File: src/rtl/err_monitor_pkg.sv
`timescale 1ns/1ps
`default_nettype none
// ============================================================================
// Module      : err_monitor_pkg
// Description : Shared state encoding, counter widths and saturating helper
//               for the error monitor.
// Revision    : 1.0 - initial release
// ============================================================================
package err_monitor_pkg;

    typedef enum logic [1:0] {
        ST_MONITOR = 2'd0,
        ST_RESET   = 2'd1,
        ST_HOLDOFF = 2'd2
    } state_t;

    localparam int WCNT_W = 8;
    localparam int RCNT_W = 8;

    // Returns val+1 unless val has already reached lim.
    function automatic logic [31:0] sat_inc(input logic [31:0] val, input logic [31:0] lim);
        return (val >= lim) ? val : val + 32'd1;
    endfunction

endpackage
`default_nettype wire

File: src/rtl/err_ch_counter.sv
`timescale 1ns/1ps
`default_nettype none
// ============================================================================
// Module      : err_ch_counter
// Description : One error channel: rising-edge detect, saturating total
//               counter and window counter saturating at ERR_NUM.
// Revision    : 1.0 - initial release
// ============================================================================
module err_ch_counter
    import err_monitor_pkg::*;
#(
    parameter int CNT_W   = 16,
    parameter int ERR_NUM = 5
) (
    input  logic              clk,
    input  logic              rst_n,
    input  logic              i_err,
    input  logic              i_mask,
    input  logic              i_clr,
    input  logic              i_win_en,
    input  logic              i_win_rst,
    input  logic              i_win_tc,
    output logic [CNT_W-1:0]  o_tot_cnt,
    output logic [WCNT_W-1:0] o_win_cnt,
    output logic              o_at_lim
);

    localparam logic [31:0] C_TOT_MAX = {32{1'b1}} >> (32 - CNT_W);

    logic              r_err_d1;
    logic              r_err_d2;
    logic [CNT_W-1:0]  r_tot;
    logic [WCNT_W-1:0] r_win;
    logic              w_evt;

    assign w_evt = r_err_d1 & ~r_err_d2 & ~i_mask;

    always_ff @(posedge clk or negedge rst_n) begin
        if (!rst_n) begin
            r_err_d1 <= 1'b0;
            r_err_d2 <= 1'b0;
            r_tot    <= '0;
            r_win    <= '0;
        end else begin
            r_err_d1 <= i_err;
            r_err_d2 <= r_err_d1;

            if (i_clr)
                r_tot <= '0;
            else if (w_evt)
                r_tot <= CNT_W'(sat_inc(32'(r_tot), C_TOT_MAX));

            // A window rollover restarts the count, keeping a coincident event.
            if (i_clr || i_win_rst)
                r_win <= '0;
            else if (i_win_tc)
                r_win <= (w_evt && i_win_en) ? WCNT_W'(1) : '0;
            else if (w_evt && i_win_en)
                r_win <= WCNT_W'(sat_inc(32'(r_win), 32'(ERR_NUM)));
        end
    end

    assign o_tot_cnt = r_tot;
    assign o_win_cnt = r_win;
    assign o_at_lim  = (r_win == WCNT_W'(ERR_NUM));

endmodule
`default_nettype wire

File: src/rtl/err_monitor.sv
`timescale 1ns/1ps
`default_nettype none
// ============================================================================
// Module      : err_monitor
// Description : Multi-channel error monitor issuing a receiver reset pulse
//               when any channel's windowed error count reaches ERR_NUM.
// Revision    : 1.0 - initial release
// ============================================================================
module err_monitor
    import err_monitor_pkg::*;
#(
    parameter int CH_NUM  = 3,
    parameter int CNT_W   = 16,
    parameter int ERR_NUM = 5,
    parameter int WIN_LEN = 0,
    parameter int RST_LEN = 16,
    parameter int HOLDOFF = 100
) (
    input  logic                    iCLK,
    input  logic                    iRST_N,
    input  logic [CH_NUM-1:0]       iERR,
    input  logic [CH_NUM-1:0]       iMASK,
    input  logic                    iCLR,
    output logic [CH_NUM*CNT_W-1:0] oERR_CNT,
    output logic                    oRST_RECEIVER,
    output logic [RCNT_W-1:0]       oRST_CNT,
    output logic [CH_NUM-1:0]       oTRIG_CH,
    output logic                    oBUSY
);

    localparam int   C_TMR_W    = (WIN_LEN > 1) ? $clog2(WIN_LEN) : 1;
    localparam int   C_TMR_LAST = (WIN_LEN > 0) ? WIN_LEN - 1 : 0;
    localparam int   C_PH_MAX   = (RST_LEN > HOLDOFF) ? RST_LEN : HOLDOFF;
    localparam int   C_PH_W     = (C_PH_MAX > 1) ? $clog2(C_PH_MAX) : 1;
    localparam int   C_RST_LAST = RST_LEN - 1;
    localparam int   C_HO_LAST  = (HOLDOFF > 0) ? HOLDOFF - 1 : 0;
    localparam logic C_WIN_ON   = (WIN_LEN != 0);

    state_t              r_state;
    logic [C_PH_W-1:0]   r_phase;
    logic [C_TMR_W-1:0]  r_win_tmr;
    logic                r_rst_rx;
    logic                r_busy;
    logic [RCNT_W-1:0]   r_rst_cnt;
    logic [CH_NUM-1:0]   r_trig;

    logic [CH_NUM-1:0]   w_at_lim;
    logic                w_in_mon;
    logic                w_trig;
    logic                w_win_tc;

    assign w_in_mon = (r_state == ST_MONITOR);
    assign w_trig   = w_in_mon && (|w_at_lim);
    assign w_win_tc = w_in_mon && C_WIN_ON && (r_win_tmr == C_TMR_W'(C_TMR_LAST));

    genvar g;
    generate
        for (g = 0; g < CH_NUM; g++) begin : g_ch
            logic [WCNT_W-1:0] w_win_cnt;

            err_ch_counter #(
                .CNT_W   (CNT_W),
                .ERR_NUM (ERR_NUM)
            ) u_ch (
                .clk       (iCLK),
                .rst_n     (iRST_N),
                .i_err     (iERR[g]),
                .i_mask    (iMASK[g]),
                .i_clr     (iCLR),
                .i_win_en  (w_in_mon),
                .i_win_rst (w_trig),
                .i_win_tc  (w_win_tc),
                .o_tot_cnt (oERR_CNT[g*CNT_W +: CNT_W]),
                .o_win_cnt (w_win_cnt),
                .o_at_lim  (w_at_lim[g])
            );
        end
    endgenerate

    always_ff @(posedge iCLK or negedge iRST_N) begin
        if (!iRST_N) begin
            r_state   <= ST_MONITOR;
            r_phase   <= '0;
            r_rst_rx  <= 1'b0;
            r_busy    <= 1'b0;
            r_rst_cnt <= '0;
            r_trig    <= '0;
        end else begin
            case (r_state)
                ST_MONITOR: begin
                    if (w_trig) begin
                        r_state  <= ST_RESET;
                        r_phase  <= '0;
                        r_rst_rx <= 1'b1;
                        r_busy   <= 1'b1;
                    end
                end
                ST_RESET: begin
                    if (r_phase == C_PH_W'(C_RST_LAST)) begin
                        r_phase  <= '0;
                        r_rst_rx <= 1'b0;
                        if (HOLDOFF == 0) begin
                            r_state <= ST_MONITOR;
                            r_busy  <= 1'b0;
                        end else begin
                            r_state <= ST_HOLDOFF;
                        end
                    end else begin
                        r_phase <= r_phase + C_PH_W'(1);
                    end
                end
                ST_HOLDOFF: begin
                    if (r_phase == C_PH_W'(C_HO_LAST)) begin
                        r_phase <= '0;
                        r_state <= ST_MONITOR;
                        r_busy  <= 1'b0;
                    end else begin
                        r_phase <= r_phase + C_PH_W'(1);
                    end
                end
                default: begin
                    r_state  <= ST_MONITOR;
                    r_phase  <= '0;
                    r_rst_rx <= 1'b0;
                    r_busy   <= 1'b0;
                end
            endcase

            // Clear owns the trigger record and reset count but not the FSM.
            if (iCLR) begin
                r_trig    <= '0;
                r_rst_cnt <= '0;
            end else if (w_trig) begin
                r_trig    <= w_at_lim;
                r_rst_cnt <= RCNT_W'(sat_inc(32'(r_rst_cnt), 32'd255));
            end
        end
    end

    always_ff @(posedge iCLK or negedge iRST_N) begin
        if (!iRST_N)
            r_win_tmr <= '0;
        else if (iCLR || w_trig || w_win_tc)
            r_win_tmr <= '0;
        else if (w_in_mon && C_WIN_ON)
            r_win_tmr <= r_win_tmr + C_TMR_W'(1);
    end

    assign oRST_RECEIVER = r_rst_rx;
    assign oBUSY         = r_busy;
    assign oRST_CNT      = r_rst_cnt;
    assign oTRIG_CH      = r_trig;

endmodule
`default_nettype wire

File: config.mk
export PLATFORM = sky130hd
export DESIGN_NAME = err_monitor
export DESIGN_NICKNAME = d
export VERILOG_FILES = /design/src/rtl/err_monitor_pkg.sv /design/src/rtl/err_ch_counter.sv /design/src/rtl/err_monitor.sv
export SDC_FILE = /design/constraint.sdc
export NUM_CORES = 1
export LEC_CHECK = 0
export BUFFER_PORTS_ARGS = -buffer_cell sky130_fd_sc_hd__buf_2
export CORE_MARGIN = 1.5
export CORE_UTILIZATION = 55
export DETAILED_ROUTE_END_ITERATION = 6
export GPL_ROUTABILITY_DRIVEN = 0
export GPL_TIMING_DRIVEN = 0
export PLACE_DENSITY = 0.77
export SKIP_LAST_GASP = 1
export SYNTH_ARGS = -nofsm -noshare
export SYNTH_HDL_FRONTEND = slang
export SYNTH_SLANG_ARGS = --single-unit
File: constraint.sdc
create_clock -name iCLK -period 3.1 [get_ports iCLK]
set_input_delay 0.31 -clock iCLK [delete_from_list [all_inputs] [get_ports iCLK]]
set_output_delay 0.31 -clock iCLK [all_outputs]
set_load 0.02 [all_outputs]
Word-level counts from Yosys, hierarchy flattened. Cells that the tools add are included.

$add $sub $neg: 8. Multiply operators: 0. Div/mod/pow operators: 0. Magnitude comparators: 7. Eq/ne operators: 17. Shift operators: 0. Multiplexer cells: 36. Bitwise gates (word level): 14. Reduce and logical (&&, ||, !) cells: 24.

Operators by type and width (number): $mux W16 (9); $mux W8 (12); $add A16 B1 Y16 const B (3); $ge A16 B16 Y1 const B (3); $add A8 B1 Y8 const B (4); $eq A8 B3 Y1 const B (3); $ge A8 B3 Y1 const B (3); $mux W7 (3); $pmux W7 S3 (1); $ne A2 B2 Y1 const B (9); $reduce_and A2 Y1 (7); $reduce_bool A2 Y1 (7); $reduce_and A3 Y1 (3); $ge A8 B8 Y1 const B (1); $not A1 Y1 (8); $add A7 B1 Y7 const B (1); $eq A7 B4 Y1 const B (1); $eq A7 B7 Y1 const B (1); $and A1 B1 Y1 (6); $mux W2 (3); $mux W3 (2); $pmux W1 S3 (2); $pmux W2 S3 (1); $logic_and A1 B1 Y1 (4); 7 further kinds (9).

Register bits: 100. Latch bits: 0. RAM bits: 0. Bits in read-only memories: 0. Input port bits: 9. Output and inout port bits: 61. Memories: 0.

Logic depth before layout (Yosys ltp).
Word-level depth: 6. Gate-level depth with buffers: 9.

Hierarchy. A second synthesis with hierarchy kept.

Cell total of the unflattened synthesis: 535. Area, all modules: 5310.1 um^2.

Modules (own cells, without submodules): err_ch_counter (instances 3, cells an instance 135, area each 1347.5 um^2); err_monitor (instances 1, cells an instance 130, area each 1267.5 um^2).

Worst setup path before layout. No wires, ideal clock.

Path type: register to register. Start: reg r_state[0]. End: reg g_ch[0].u_ch.r_win[2]. Setup time: 121 ps. Data arrival time: 1799 ps. Data required time: 2979 ps. Setup slack: 1179 ps. Stages on the path, launching flop included: 8. Path buffers: 0. Clock period less this slack: 1921 ps. Cells stage by stage: dfrtp_1 -> inv_1 -> ha_1 -> or3b_2 -> a2111oi_4 -> nand2_1 -> xor2_1 -> nor2_1.

Longest elaborated chain between the ends: 5. Elaborated cells between the ends (all ways): 8. Those cells by class: eq/ne: 1; mux: 1; reduce/logical: 6.

RTL lines: from (decl) (line err_monitor.sv:39) `state_t r_state;`; from (signal assigned) (line err_monitor.sv:82) `r_state <= ST_MONITOR;`; from (signal assigned) (line err_monitor.sv:92) `r_state <= ST_RESET;`; from (signal assigned) (line err_monitor.sv:103) `r_state <= ST_MONITOR;`; $logic_not A2 Y1 * (line err_monitor.sv:52) `assign w_in_mon = (r_state == ST_MONITOR);`; via g_ch[0].u_ch.i_win_en (line err_ch_counter.sv:20) `input logic i_win_en,`; $logic_and A1 B1 Y1 (line err_monitor.sv:53) `assign w_trig = w_in_mon && (|w_at_lim);`; $logic_or A1 B1 Y1 (line err_ch_counter.sv:54) `if (i_clr || i_win_rst)`; $ne A2 B2 Y1 (no source line) or $reduce_bool A2 Y1 (tied branches); $reduce_and A2 Y1 (no source line); to (signal assigned) (line err_ch_counter.sv:57) `r_win <= (w_evt && i_win_en) ? WCNT_W'(1) : '0;`; to (signal assigned) (line err_ch_counter.sv:59) `r_win <= WCNT_W'(sat_inc(32'(r_win), 32'(ERR_NUM)));`; to (decl) (line err_ch_counter.sv:33) `logic [WCNT_W-1:0] r_win;`.

Mark *: on every way through the listed nets, which the timed path passes. The rest lies on a longest branch. A chain may end at the register's enable or synchronous reset.

Worst setup path in the final report.
Start: reg g_ch[1].u_ch.r_win[3]. End: reg g_ch[0].u_ch.r_win[2].

Longest elaborated chain between the ends: 6. Elaborated cells between the ends (all ways): 8. Those cells by class: eq/ne: 2; mux: 1; reduce/logical: 5.

RTL lines: from (decl) (line err_ch_counter.sv:33); from (signal assigned) (line err_ch_counter.sv:57); from (signal assigned) (line err_ch_counter.sv:59); $eq A8 B3 Y1 * (line err_ch_counter.sv:65) `assign o_at_lim = (r_win == WCNT_W'(ERR_NUM));`; $reduce_or A3 Y1 * (line err_monitor.sv:53); $logic_and A1 B1 Y1 * (line err_monitor.sv:53); $logic_or A1 B1 Y1 * (line err_ch_counter.sv:54); $ne A2 B2 Y1 (no source line) or $reduce_bool A2 Y1 (tied branches); $reduce_and A2 Y1 (no source line).

Every way passes the cells marked *; elsewhere a longest branch is shown, timed or not.

==> results.md <==
## Place
- 7680 µm — HPWL Detailed
- 69 — number of port buffers

## Critical path
- g_ch[1].u_ch.o_win_cnt[3] — origin of the worst setup path
- 410 ps — largest stage delay on the critical path
- sky130_fd_sc_hd__or3_4 — master of the slowest instance on the critical path
- g_ch[1].u_ch.o_win_cnt[3] — Critical R2R Launch
- reg -> reg — type of the worst setup path
- 2430 ps — critical path data arrival time
- 10 — maximum fanout along the worst path
- 3360 ps — required time at the worst-slack endpoint
- flip-flop — kind of capture point of the worst setup path
- sky130_fd_sc_hd__buf_2 — library cell appearing most often on the critical path
- flip-flop — type of origin of the critical path
- or3_4, nor4_4, o31ai_1, buf_2, nand2_1, buf_2, nor2_1 — Critical Path, Cell by Cell

## GRT
- 65 — maximum number of pins on one net before global-route repair
- 0 — number of antenna violations at the first check in global routing
- 0 — Overflow after GRT
- 22.7% — combined global-route utilization of all metal layers
- 4002 — number of global-route vias before repair
- 18100 µm — first-pass GRT wire length

## Pwr
- 1.78 mW — total internal power
- 0.278 mV — Worst VDD drop
- 28.3% — fraction of power spent switching nets
- 32.1% — fraction of power consumed by the clock network
- 2.81 nW — Static Leak
- 422 nW/µm² — power per cell area
- 54.6% — register share of total power
- 0.700 mW — switching power
- 13.2% — relative contribution of combinational cells to total power

## Detailed routing
- 0 — number of remaining DRC errors
- 136 — count of routing violations after the opening detailed-route iteration
- 10800 µm — wire length after detailed routing
- 5.73 — Via-to-Cell Ratio
- 15.4 µm — routed length per instance
- 4012 — Via Count
- 4 — 1st-pass router iterations
- 0 — count of antenna-violating nets left after detailed routing

## Hold path
- iERR[1] — worst hold path startpoint
- in -> reg — Hold WC Path Type

## Clock network
- sky130_fd_sc_hd__clkbuf_8 — cell at the root of the clock tree
- 9 — number of buffers added by the clock tree synthesis step
- 2 — maximum buffer depth of the clock tree
- 3 — count of H-tree levels built during CTS
- 100 ps — clock edge transition at the registers on the reported setup and hold paths
- 370 ps — clock network latency to the later pin of the worst-skew pair
- built — TritonCTS clock tree
- 100 — clock sinks
- 0 — number of buffers added for setup after CTS

## Timing
- 835 ps — actual slew at the worst max-slew pin
- 0 — Final setup viols
- 0 — final count of pins violating max slew
- 8.54 ps — largest clock skew in the final design
- 70.1% — final critical-path share of the clock period
- no — unrepaired setup endpoints after global routing
- 2170 ps — minimum clock period after layout
- 0 — Final Hold Fails
- 460 MHz — f_max
- 0 ps — aggregate negative setup slack
- 44.2% — relative max-transition margin

## Final layout
- sky130_fd_sc_hd__dfrtp_1 (100), sky130_fd_sc_hd__buf_2 (71), sky130_fd_sc_hd__nor2_1 (68) — commonest cells after routing, fill and taps aside
- 64.1% — Core Util, Final
- sky130_fd_sc_hd__dfrtp_1 — commonest non-fill, non-tap cell in the layout
- 0 — Inserted Diodes
- 13.8% — relative area change from synthesis to final layout
- 610 — final-stage net count
- 19.5% — fraction of layout cells with a size suffix above 1

## Logic synthesis
- 5160 µm² — area of the mapped netlist
- 48.5% — sequential share of the synthesized area
- 58 — number of distinct library cells after synthesis
- 0 — Warnings, synthesis
- sky130_fd_sc_hd__dfrtp_1 — most used flip-flop cell after synthesis
- 502 — Gate Count Post-Synth
- 100 — FF+latch count, synth
- 100% — asr flop ratio synth
- 0 — number of enable-type register cells in the synthesized netlist
- 10.3 µm² — syn avg cell area
- 528 — net count after synthesis

## Job
- 0 — Max Cap Violations

## Die
- 9970 µm² — DIE AREA
- 70 — I/O pin count
- 99.8 µm — horizontal die dimension
- 35 — count of standard-cell rows
- 99.8 µm — Die Span Y
- 9150 µm² — Core ar.
- 56.3% — starting density of the core

## Status
- complete, no violations — run status

==> cell type report <==
cell class | count | area, µm²
clock buffer | 10 | 138
sequential | 100 | 2500
inverter | 15 | 56.3
clock inverter | 6 | 48.8
multi-input combinational | 370 | 2520
fill | 778 | 3280
tap | 111 | 139
timing repair buffer | 71 | 385
buffer | 17 | 75.1
==> cell usage after synthesis (all sizes together), types with 10 or more instances <==
| library cell | n | share of area (%) |
|---|---|---|
| dfrtp | 100 | 49 |
| nor2 | 68 | 4.9 |
| and3 | 31 | 3.8 |
| nand2 | 31 | 2.3 |
| xnor2 | 27 | 4.6 |
| ha | 17 | 4.1 |
| inv | 15 | 1.1 |
| xor2 | 15 | 2.5 |
| clkbuf | 13 | 0.95 |
| nand3 | 13 | 1.3 |
| o21ai | 13 | 1.3 |
| a21oi | 12 | 1.2 |
| nor4 | 11 | 2.2 |
| and4 | 10 | 1.7 |
| nor3 | 10 | 0.97 |
==> metal layers <==
| layer | track usage, % | vias up | wire length, µm |
|---|---|---|---|
| met5 | 0 | - | 0 |
| met4 | 8.67 | 0 | 183 |
| met3 | 4.94 | 18 | 383 |
| met2 | 37.2 | 85 | 5350 |
| met1 | 29.6 | 1952 | 4840 |
| li1 | - | 1957 | - |
==> registers in the layout, summed over array words and instances (netlist names) <==
register             count
r_state                  2
g_ch.u_ch.r_err_d1       3
g_ch.u_ch.o_tot_cnt     48
oRST_CNT                 8
oTRIG_CH                 3
g_ch.u_ch.o_win_cnt     24
r_phase                  7
oRST_RECEIVER            1
oBUSY                    1
g_ch.u_ch.r_err_d2       3
==> kinds of logic after synthesis <==
| logic type | count (synthesis) | synth area share [%] |
|---|---|---|
| adders and majority gates | 17 | 4.12 |
| buffers and inverters | 32 | 2.55 |
| DFF | 100 | 48.5 |
| xor gates and xnor gates | 42 | 7.13 |
| muxes | 10 | 2.04 |
| AOI/OAI and AO/OA | 75 | 11.1 |
| and+or+nand+nor | 226 | 24.5 |
==> metrics by stage <==
stage	setup slack (ps)	power, mW	instance area, µm²	instances	hold slack (ps)
CTS	920	2.50	5870	700	20.2
finish	926	2.48	5870	700	34.1
global placement	678	1.69	5640	682	356
floorplan	1180	1.60	5160	502	14.4
detailed placement	910	1.71	5670	683	312
global route	710	2.59	5870	700	23.3
==> worst paths after layout <==
| check | slack (ps) | endpoint | cells after the start |
|---|---|---|---|
| max in group asynchronous | 2000 | oRST_CNT[2] | 3 |
| worst min register to register | 380 | g_ch[2].u_ch.r_err_d2 | 0 |
| worst min-delay path | 30 | g_ch[1].u_ch.r_err_d1 | 1 |
| min in group asynchronous | 440 | r_phase[5] | 2 |
| worst max-delay path | 930 | g_ch[0].u_ch.o_win_cnt[2] | 7 |
| worst max register to register | 930 | g_ch[0].u_ch.o_win_cnt[2] | 7 |
==> timing repair <==
item                                   CTS  global route
gates resized for setup                  0             0
endpoints found under the hold margin   36             0
hold buffers                             1             0
==> worst max-delay path: cells and delay by family (launching register included) <==
family / cells / cell delay, ps
AO/OA/AOI/OAI: 1 / 200
AND/OR/NAND/NOR: 4 / 1000
buffers and inverters: 2 / 460
flip-flops: 1 / 400
==> power groups by stage <==
stage	Sequential [mW]	Clock, mW	Combinational [mW]
after floorplan	1.38	0	0.219
after global placement	1.38	0	0.308
after detailed placement	1.38	0	0.326
after CTS	1.35	0.816	0.330
after global routing	1.36	0.862	0.368
final	1.35	0.796	0.328
(Power assumes the default switching activity.)
